$ cat src/rtl/ad_pkg.sv
// Shared types and widths for the load-cell weighing slice (ad_mavg, ad_weight).
package ad_pkg;
  localparam int unsigned RAW_W    = 24;
  localparam int unsigned WEIGHT_W = 16;
  localparam logic [WEIGHT_W-1:0] WEIGHT_MAX = 16'hFFFF;

  typedef enum logic [1:0] {
    FILL,
    RUN,
    TARE
  } ad_state_e;
endpackage

$ cat src/rtl/ad_weight_if.sv
// Sample-in / weight-out bundle between the HX711 reader, ad_weight and the canteen logic.
interface ad_weight_if;
  import ad_pkg::*;

  logic [RAW_W-1:0]    raw_value;
  logic                raw_valid;
  logic                tare_req;
  logic [WEIGHT_W-1:0] weight_g;
  logic                weight_valid;
  logic                overload;
  logic                stable;
  logic                tare_busy;

  modport master (
    output raw_value, raw_valid, tare_req,
    input  weight_g, weight_valid, overload, stable, tare_busy
  );

  modport slave (
    input  raw_value, raw_valid, tare_req,
    output weight_g, weight_valid, overload, stable, tare_busy
  );
endinterface

$ cat src/rtl/ad_mavg.sv
// Moving average over 2^AVG_LOG2 raw samples: ring buffer, pointer, fill counter, accumulator.
module ad_mavg
  import ad_pkg::*;
#(
  parameter int unsigned AVG_LOG2 = 3
) (
  input  logic             clk_50,
  input  logic             rst,
  input  logic             raw_valid,
  input  logic [RAW_W-1:0] raw_value,
  output logic [RAW_W-1:0] avg,
  output logic             filled
);
  localparam int unsigned N     = 1 << AVG_LOG2;
  localparam int unsigned ACC_W = RAW_W + AVG_LOG2;

  logic [RAW_W-1:0]        ring [N];
  logic [AVG_LOG2-1:0]     ptr;
  logic [AVG_LOG2:0]       fill_cnt;
  logic signed [ACC_W-1:0] acc;
  logic signed [ACC_W-1:0] add_v;
  logic signed [ACC_W-1:0] sub_v;
  logic [RAW_W-1:0]        oldest;

  // fill_cnt stops at N = 2^AVG_LOG2, so its MSB alone marks a full ring
  assign filled = fill_cnt[AVG_LOG2];
  assign oldest = filled ? ring[ptr] : '0;
  assign add_v  = {{AVG_LOG2{raw_value[RAW_W-1]}}, raw_value};
  assign sub_v  = {{AVG_LOG2{oldest[RAW_W-1]}}, oldest};
  assign avg    = RAW_W'(acc >>> AVG_LOG2);

  always_ff @(posedge clk_50) begin
    if (rst) begin
      ptr      <= '0;
      fill_cnt <= '0;
      acc      <= '0;
    end else if (raw_valid) begin
      acc <= acc + add_v - sub_v;
      ptr <= ptr + AVG_LOG2'(1);
      if (!filled) fill_cnt <= fill_cnt + (AVG_LOG2 + 1)'(1);
    end
  end

  always_ff @(posedge clk_50) begin
    if (raw_valid) ring[ptr] <= raw_value;
  end
endmodule

$ cat src/rtl/ad_weight.sv
// HX711 post-processing: moving average, tare, gain/shift, clamp to 16-bit grams.
// Stability detection is built only when AD_WEIGHT_STABLE_EN is defined; otherwise stable = 1.
module ad_weight
  import ad_pkg::*;
#(
  parameter int unsigned AVG_LOG2    = 3,
  parameter logic [15:0] SCALE_NUM   = 16'd1,
  parameter int unsigned SCALE_SHIFT = 0,
  parameter logic [15:0] STABLE_TH   = 16'd2,
  parameter int unsigned STABLE_CNT  = 8
) (
  input  logic        clk_50,
  input  logic        rst,
  ad_weight_if.slave  bus
);
  localparam int unsigned DIFF_W = RAW_W + 1;
  localparam int unsigned PROD_W = DIFF_W + 16;

  ad_state_e                state, state_d;
  logic                     tare_pend;
  logic                     tare_ld;
  logic [AVG_LOG2-1:0]      tare_cnt;
  logic [RAW_W-1:0]         avg;
  logic [RAW_W-1:0]         tare;
  logic                     filled;
  logic                     smp_q;
  logic                     emit_q;
  logic signed [DIFF_W-1:0] diff;
  logic signed [PROD_W-1:0] prod, prod_q, res;
  logic [WEIGHT_W-1:0]      w_next;
  logic                     o_next;

  ad_mavg #(.AVG_LOG2(AVG_LOG2)) u_mavg (
    .clk_50    (clk_50),
    .rst       (rst),
    .raw_valid (bus.raw_valid),
    .raw_value (bus.raw_value),
    .avg       (avg),
    .filled    (filled)
  );

  assign diff = {avg[RAW_W-1], avg} - {tare[RAW_W-1], tare};
  // Low PROD_W bits of an unsigned multiply equal the signed product at this width
  assign prod = {{16{diff[DIFF_W-1]}}, diff} * {{DIFF_W{1'b0}}, SCALE_NUM};
  assign res  = prod_q >>> SCALE_SHIFT;

  always_comb begin
    w_next = res[WEIGHT_W-1:0];
    o_next = 1'b0;
    if (res[PROD_W-1]) begin
      w_next = '0;
    end else if (|res[PROD_W-2:WEIGHT_W]) begin
      w_next = WEIGHT_MAX;
      o_next = 1'b1;
    end
  end

  always_comb begin
    state_d = state;
    unique case (state)
      FILL:    if (filled) state_d = RUN;
      RUN:     if (bus.tare_req || tare_pend) state_d = TARE;
      TARE:    if (tare_ld) state_d = RUN;
      default: state_d = FILL;
    endcase
  end

  assign bus.tare_busy = (state == TARE);

  // A sample's output eligibility is fixed by the state in its own cycle; the ring-full
  // check happens one cycle later so the sample that completes the fill is emitted.
  always_ff @(posedge clk_50) begin
    if (rst) begin
      state            <= FILL;
      tare_pend        <= 1'b0;
      tare_cnt         <= '0;
      tare_ld          <= 1'b0;
      tare             <= '0;
      smp_q            <= 1'b0;
      emit_q           <= 1'b0;
      prod_q           <= '0;
      bus.weight_valid <= 1'b0;
      bus.weight_g     <= '0;
      bus.overload     <= 1'b0;
    end else begin
      state <= state_d;
      if (state == FILL && bus.tare_req) tare_pend <= 1'b1;
      else if (state == RUN)             tare_pend <= 1'b0;
      if (state != TARE)      tare_cnt <= '0;
      else if (bus.raw_valid) tare_cnt <= tare_cnt + AVG_LOG2'(1);
      tare_ld <= (state == TARE) && bus.raw_valid && (tare_cnt == '1);
      if (tare_ld) tare <= avg;
      smp_q            <= bus.raw_valid && (state != TARE);
      emit_q           <= smp_q && filled;
      prod_q           <= prod;
      bus.weight_valid <= emit_q;
      if (emit_q) begin
        bus.weight_g <= w_next;
        bus.overload <= o_next;
      end
    end
  end

`ifdef AD_WEIGHT_STABLE_EN
  localparam int unsigned SC_W = $clog2(STABLE_CNT + 1);
  localparam logic [SC_W-1:0] SC_MAX = SC_W'(STABLE_CNT);

  logic [SC_W-1:0]     stab_cnt;
  logic [WEIGHT_W-1:0] prev_w;
  logic [WEIGHT_W-1:0] w_delta;

  assign w_delta = (bus.weight_g >= prev_w) ? bus.weight_g - prev_w : prev_w - bus.weight_g;

  always_ff @(posedge clk_50) begin
    if (rst) begin
      stab_cnt <= '0;
      prev_w   <= '0;
    end else begin
      if (bus.weight_valid) prev_w <= bus.weight_g;
      if (state == RUN && state_d == TARE) begin
        stab_cnt <= '0;
      end else if (bus.weight_valid) begin
        if (w_delta <= STABLE_TH) begin
          if (stab_cnt != SC_MAX) stab_cnt <= stab_cnt + SC_W'(1);
        end else begin
          stab_cnt <= '0;
        end
      end
    end
  end

  assign bus.stable = (stab_cnt == SC_MAX);
`else
  logic unused_stab;
  assign unused_stab = ^{STABLE_TH, STABLE_CNT};
  assign bus.stable  = 1'b1;
`endif
endmodule

$ cat src/flat_wrapper.sv
// flat-port wrapper written by rule: the top's interface ports become plain ports
module ad_weight_flat import ad_pkg::*;
#(
  parameter int unsigned AVG_LOG2    = 3,
  parameter logic [15:0] SCALE_NUM   = 16'd1,
  parameter int unsigned SCALE_SHIFT = 0,
  parameter logic [15:0] STABLE_TH   = 16'd2,
  parameter int unsigned STABLE_CNT  = 8
)
  (clk_50, rst, bus_raw_value, bus_raw_valid, bus_tare_req, bus_weight_g, bus_weight_valid, bus_overload, bus_stable, bus_tare_busy);
  ad_weight_if bus_i ();
  input  logic clk_50;
  input  logic rst;
  input wire logic [$bits(bus_i.raw_value)-1:0] bus_raw_value;
  input wire logic [$bits(bus_i.raw_valid)-1:0] bus_raw_valid;
  input wire logic [$bits(bus_i.tare_req)-1:0] bus_tare_req;
  output wire logic [$bits(bus_i.weight_g)-1:0] bus_weight_g;
  output wire logic [$bits(bus_i.weight_valid)-1:0] bus_weight_valid;
  output wire logic [$bits(bus_i.overload)-1:0] bus_overload;
  output wire logic [$bits(bus_i.stable)-1:0] bus_stable;
  output wire logic [$bits(bus_i.tare_busy)-1:0] bus_tare_busy;
  assign bus_i.raw_value = bus_raw_value;
  assign bus_i.raw_valid = bus_raw_valid;
  assign bus_i.tare_req = bus_tare_req;
  assign bus_weight_g = bus_i.weight_g;
  assign bus_weight_valid = bus_i.weight_valid;
  assign bus_overload = bus_i.overload;
  assign bus_stable = bus_i.stable;
  assign bus_tare_busy = bus_i.tare_busy;
  ad_weight #(.AVG_LOG2(AVG_LOG2), .SCALE_NUM(SCALE_NUM), .SCALE_SHIFT(SCALE_SHIFT), .STABLE_TH(STABLE_TH), .STABLE_CNT(STABLE_CNT)) u_core (.clk_50(clk_50), .rst(rst), .bus(bus_i));
endmodule
$ cat config.mk
export PLATFORM = sky130hd
export DESIGN_NAME = ad_weight_flat
export DESIGN_NICKNAME = d
export VERILOG_FILES = /design/src/rtl/ad_pkg.sv /design/src/rtl/ad_weight_if.sv /design/src/rtl/ad_mavg.sv /design/src/rtl/ad_weight.sv /design/src/flat_wrapper.sv
export SDC_FILE = /design/constraint.sdc
export NUM_CORES = 1
export LEC_CHECK = 0
export BUFFER_PORTS_ARGS = -buffer_cell sky130_fd_sc_hd__buf_2
export CAP_MARGIN = 20
export CORE_ASPECT_RATIO = 1.25
export CORE_MARGIN = 10
export CORE_UTILIZATION = 50
export DETAILED_ROUTE_END_ITERATION = 8
export PLACE_DENSITY = 0.76
export SLEW_MARGIN = 25
export SYNTH_ARGS = -nofsm -noshare
export SYNTH_HDL_FRONTEND = slang
export SYNTH_HIERARCHICAL = 1
export SYNTH_SLANG_ARGS = --single-unit
$ cat constraint.sdc
create_clock -name clk_50 -period 4.9 [get_ports clk_50]
set_input_delay 0.245 -clock clk_50 [delete_from_list [all_inputs] [get_ports clk_50]]
set_output_delay 0.245 -clock clk_50 [all_outputs]
set_load 0.03 [all_outputs]
==> impl_metrics.env <==
export IMPL_outcome="complete, no violations"
export IMPL_crit_chain="buf_12, mux4_2, mux2i_1, nor2b_1, fa_1, inv_1, ha_1, a211oi_1, o211ai_2, a41oi_2, o211ai_2, a31oi_4, o21ai_0, nor4bb_1, or4_1"
export IMPL_fin_ws_ps=289
export IMPL_num_antenna_cells=0
export IMPL_crit_type="reg -> reg"
export IMPL_io_pins=48
export IMPL_routabilityCongestion=0.885
export IMPL_core_mm2=0.0300
export IMPL_final_cell_area_mm2=0.0170
export IMPL_crit_family="compound AO/OA/AOI/OAI gates"
export IMPL_root_buffer="clkbuf_16"
export IMPL_hold_viol_final=0
export IMPL_grt_max_degree=81
export IMPL_grt_use_total_pct=15.6
export IMPL_slew_violations=0
export IMPL_busiest_layer="met2"
export IMPL_ant_nets=0
export IMPL_p_int_mw=5.67
export IMPL_switchingPower_mw=2.87
export IMPL_grt_pass1_vias=9464
export IMPL_met1_usage_pct=19.8
export IMPL_crit_slowest_cell="mux4_2"
export IMPL_wl_per_cell_um=17.2
export IMPL_use_met2_pct=26.5
export IMPL_place_area_mm2=0.0157
export IMPL_slowest_delay_ps=550
export IMPL_reg2reg_depth=15
export IMPL_end_kind="flop"
export IMPL_die_w_um=176
export IMPL_vdd_drop_max_v=0.000310
export IMPL_synth_cell_types=86
export IMPL_die_h_um=215
export IMPL_synth_edff_count=192
export IMPL_critPathBufInv=2
export IMPL_p_total_mw=8.54
export IMPL_synthArstFlopShare_pct=0
export IMPL_hpwl_um=20200
export IMPL_max_slew_margin_rel_pct=38.2
export IMPL_yosysSeqAreaShare_pct=52.8
export IMPL_crit_arrival_ps=5040
export IMPL_setup_viol=0
export IMPL_finalCritPeriodShare_pct=94.1
export IMPL_pre_cts_ws_ps=301
export IMPL_holdPathStages=1
export IMPL_worst_pin_slew_ps=924
export IMPL_drc=0
export IMPL_die_area_mm2=0.0379
export IMPL_timing_fmax_ghz=0.217
export IMPL_num_rows=71
export IMPL_worstPathRequired_ps=5330
export IMPL_hold_path_class="in -> reg"
export IMPL_p_clk_share_pct=27.4
export IMPL_tritoncts="built"
export IMPL_synth_area_per_cell_um2=12.2
export IMPL_drt_pass1_iter_count=5
export IMPL_grtUsageMet3_pct=2.56
export IMPL_share_comb_of_total_power_pct=36.6
export IMPL_initialDrtViolationCount=510
export IMPL_clock_sinks=305
export IMPL_grt_setup_unrepaired="no"
export IMPL_num_vias=9348
export IMPL_h_tree_depth=1
export IMPL_overflow=0
export IMPL_synthesis_instances=1249
export IMPL_fin_setup_tns_ps=0
export IMPL_clk_latency_ps=560
export IMPL_swShare_pct=33.6
export IMPL_cts_buffer_depth=3
export IMPL_p_leak_nw=6.38
export IMPL_numPortBuffers=46
export IMPL_ys_seq_elements=305
export IMPL_syn_num_nets=1360
export IMPL_synth_area_mm2=0.0152
export IMPL_sequentialPowerShare_pct=35.9
export IMPL_synthFlopType="edfxtp_1"
export IMPL_clkTransAtPathRegs_ps=60
export IMPL_start_util_pct=50.7
export IMPL_cp_depth=15
export IMPL_fin_skew_ps=7.06
export IMPL_crit_top_cell="o211ai_2"
export IMPL_areaGrowthSynthToFinish_pct=11.5
export IMPL_nets=1404
export IMPL_post_cts_setup_buffers=0
export IMPL_power_density_mw_per_mm2=503
export IMPL_grt_first_pass_wirelength_um=48500
export IMPL_antenna_found_initial=0
export IMPL_drive_gt1_share_pct=15.4
export IMPL_startpoint_type="flop"
export IMPL_min_period_ps=4610
export IMPL_routed_wl_um=29600
export IMPL_cap_viol_max_count=0
export IMPL_cts_made_buffers=30
export IMPL_ys_warnings_count=6
export IMPL_avgViaCountPerCell=5.44
export IMPL_cp_max_fo=30
[routing by layer]
layer	routed length, um	vias up
met5	0	-
met4	706	0
met3	1350	60
met2	14500	186
met1	13100	4567
li1	-	4535
[layout make-up]
| class | count | area (um^2) |
|---|---|---|
| inverters | 128 | 480 |
| clock buffers | 37 | 848 |
| multi-input cells | 744 | 6320 |
| flip-flops and latches | 305 | 8030 |
| clock inverters | 18 | 188 |
| fillers | 2467 | 13100 |
| well taps | 401 | 502 |
| repair buffers | 84 | 603 |
[power by group through the flow]
stage | clock network (mW) | registers, mW | logic [mW]
3_3_place_gp | 0 | 3.11 | 3.03
2_1_floorplan | 0 | 3.05 | 2.64
3_5_place_dp | 0 | 3.12 | 3.07
4_1_cts | 2.40 | 3.07 | 3.11
6_report | 2.34 | 3.07 | 3.13
5_1_grt | 2.51 | 3.09 | 3.50
[registers in the layout, summed over array words and instances (netlist names), 2 cells and up, named ones only]
signal and count:
u_core/tare_cnt 3, u_core/bus.weight_g 16, u_core/state 2, u_core/prod_q 25, u_core/u_mavg/fill_cnt 4, u_core/u_mavg/acc 27
u_core/u_mavg/ptr 3, u_core/u_mavg/ring 192, u_core/tare 24
[cell families after synthesis]
group	synth area share, %
adders and majority gates	8.16
other	0.0246
xor gates and xnor gates	1.73
AOI/OAI and AO/OA	8.59
and+or+nand+nor	10.3
muxes	12.3
buffers and inverters	6.12
DFF	52.8
[synth_stat cells (3+ instances only)]
cell type    n  area share (%)
or4_1        8            0.39
or3_1        3            0.12
nand4b_1     3            0.17
buf_4       25             1.2
o21bai_1     5            0.25
buf_2        7            0.23
o311ai_0     3            0.17
a21o_1      19            0.94
dfxtp_1    113              15
nor3_1      15            0.49
clkbuf_1    19            0.47
mux2_2       8            0.59
inv_1      128             3.2
ha_1        56             4.6
mux2i_1     65             4.3
nand2_1     55             1.4
o211ai_1     5            0.25
and3_1       3            0.12
xnor2_1     15            0.86
o21ai_0     28            0.92
nand2b_1    10            0.41
edfxtp_1   192              38
mux4_2      48             7.1
a21oi_1     81             2.7
nor2_1     105             2.6
nor2b_1     57             2.3
xor2_1      15            0.86
a31oi_1      4            0.16
nor4bb_1     5            0.33
a211oi_1    11            0.54
nand4_1      5            0.21
nor3b_1      7            0.35
o31ai_1      5            0.25
and2_1       3            0.12
nand3_1     12            0.39
fa_1        27             3.6
buf_1       13            0.32
a21oi_2      3            0.17
nor4_1       4            0.16
[path summary, 6_finish.rpt]
check                                             start                             endpoint  slack, ps
worst max register to register                     flop   u_core/u_mavg/acc[18]$_SDFFE_PP0P_        290
worst min-delay path                  bus_raw_value[23]  u_core/u_mavg/ring[6][23]$_DFFE_PP_         40
worst max-delay path                               flop   u_core/u_mavg/acc[18]$_SDFFE_PP0P_        290
worst min register to register  u_core/smp_q$_SDFF_PP0_             u_core/emit_q$_SDFF_PP0_        430
[placed cells by master, fill, tap and decap left out, types with 4 or more instances in the layout]
master,netlist,routed
ha_1,56,56
o21bai_1,5,5
buf_4,25,13
nor2_1,105,99
nand2_1,55,55
dfxtp_1,113,111
nand2b_1,10,10
o211ai_1,5,5
a211oi_1,11,11
nor3_1,15,13
xor2_1,15,15
a21o_1,19,19
xnor2_1,15,15
mux2i_1,65,65
dlygate4sd3_1,0,24
inv_1,128,131
a31oi_1,4,4
nor4bb_1,5,5
clkbuf_8,2,5
nor2b_1,57,56
fa_1,27,27
nand4_1,5,5
mux4_2,48,48
or4_1,8,8
clkbuf_16,0,31
edfxtp_1,192,192
nor2_4,0,6
mux2_2,8,8
o21ai_0,28,28
a21oi_1,81,81
nand3_1,12,12
buf_2,7,45
o31ai_1,5,5
nor4_1,4,4
nor3b_1,7,7
[metrics by stage]
step / instances / util, % / hold WS, ps
finish: 1717 / 56.5 / 35.5
global route: 1717 / 56.5 / 32.3
CTS: 1717 / 56.5 / 12.9
detailed placement: 1638 / 52.3 / 426
global placement: 1638 / 52.3 / 434
floorplan: 1249 / - / 344
[what timing repair did]
item	4_1_cts	5_1_grt
hold buffers	24	0
endpoints found under the setup margin	0	1
resized for setup	0	1
hold endpoints to repair	185	0
Power figures use the tool's default switching activity.
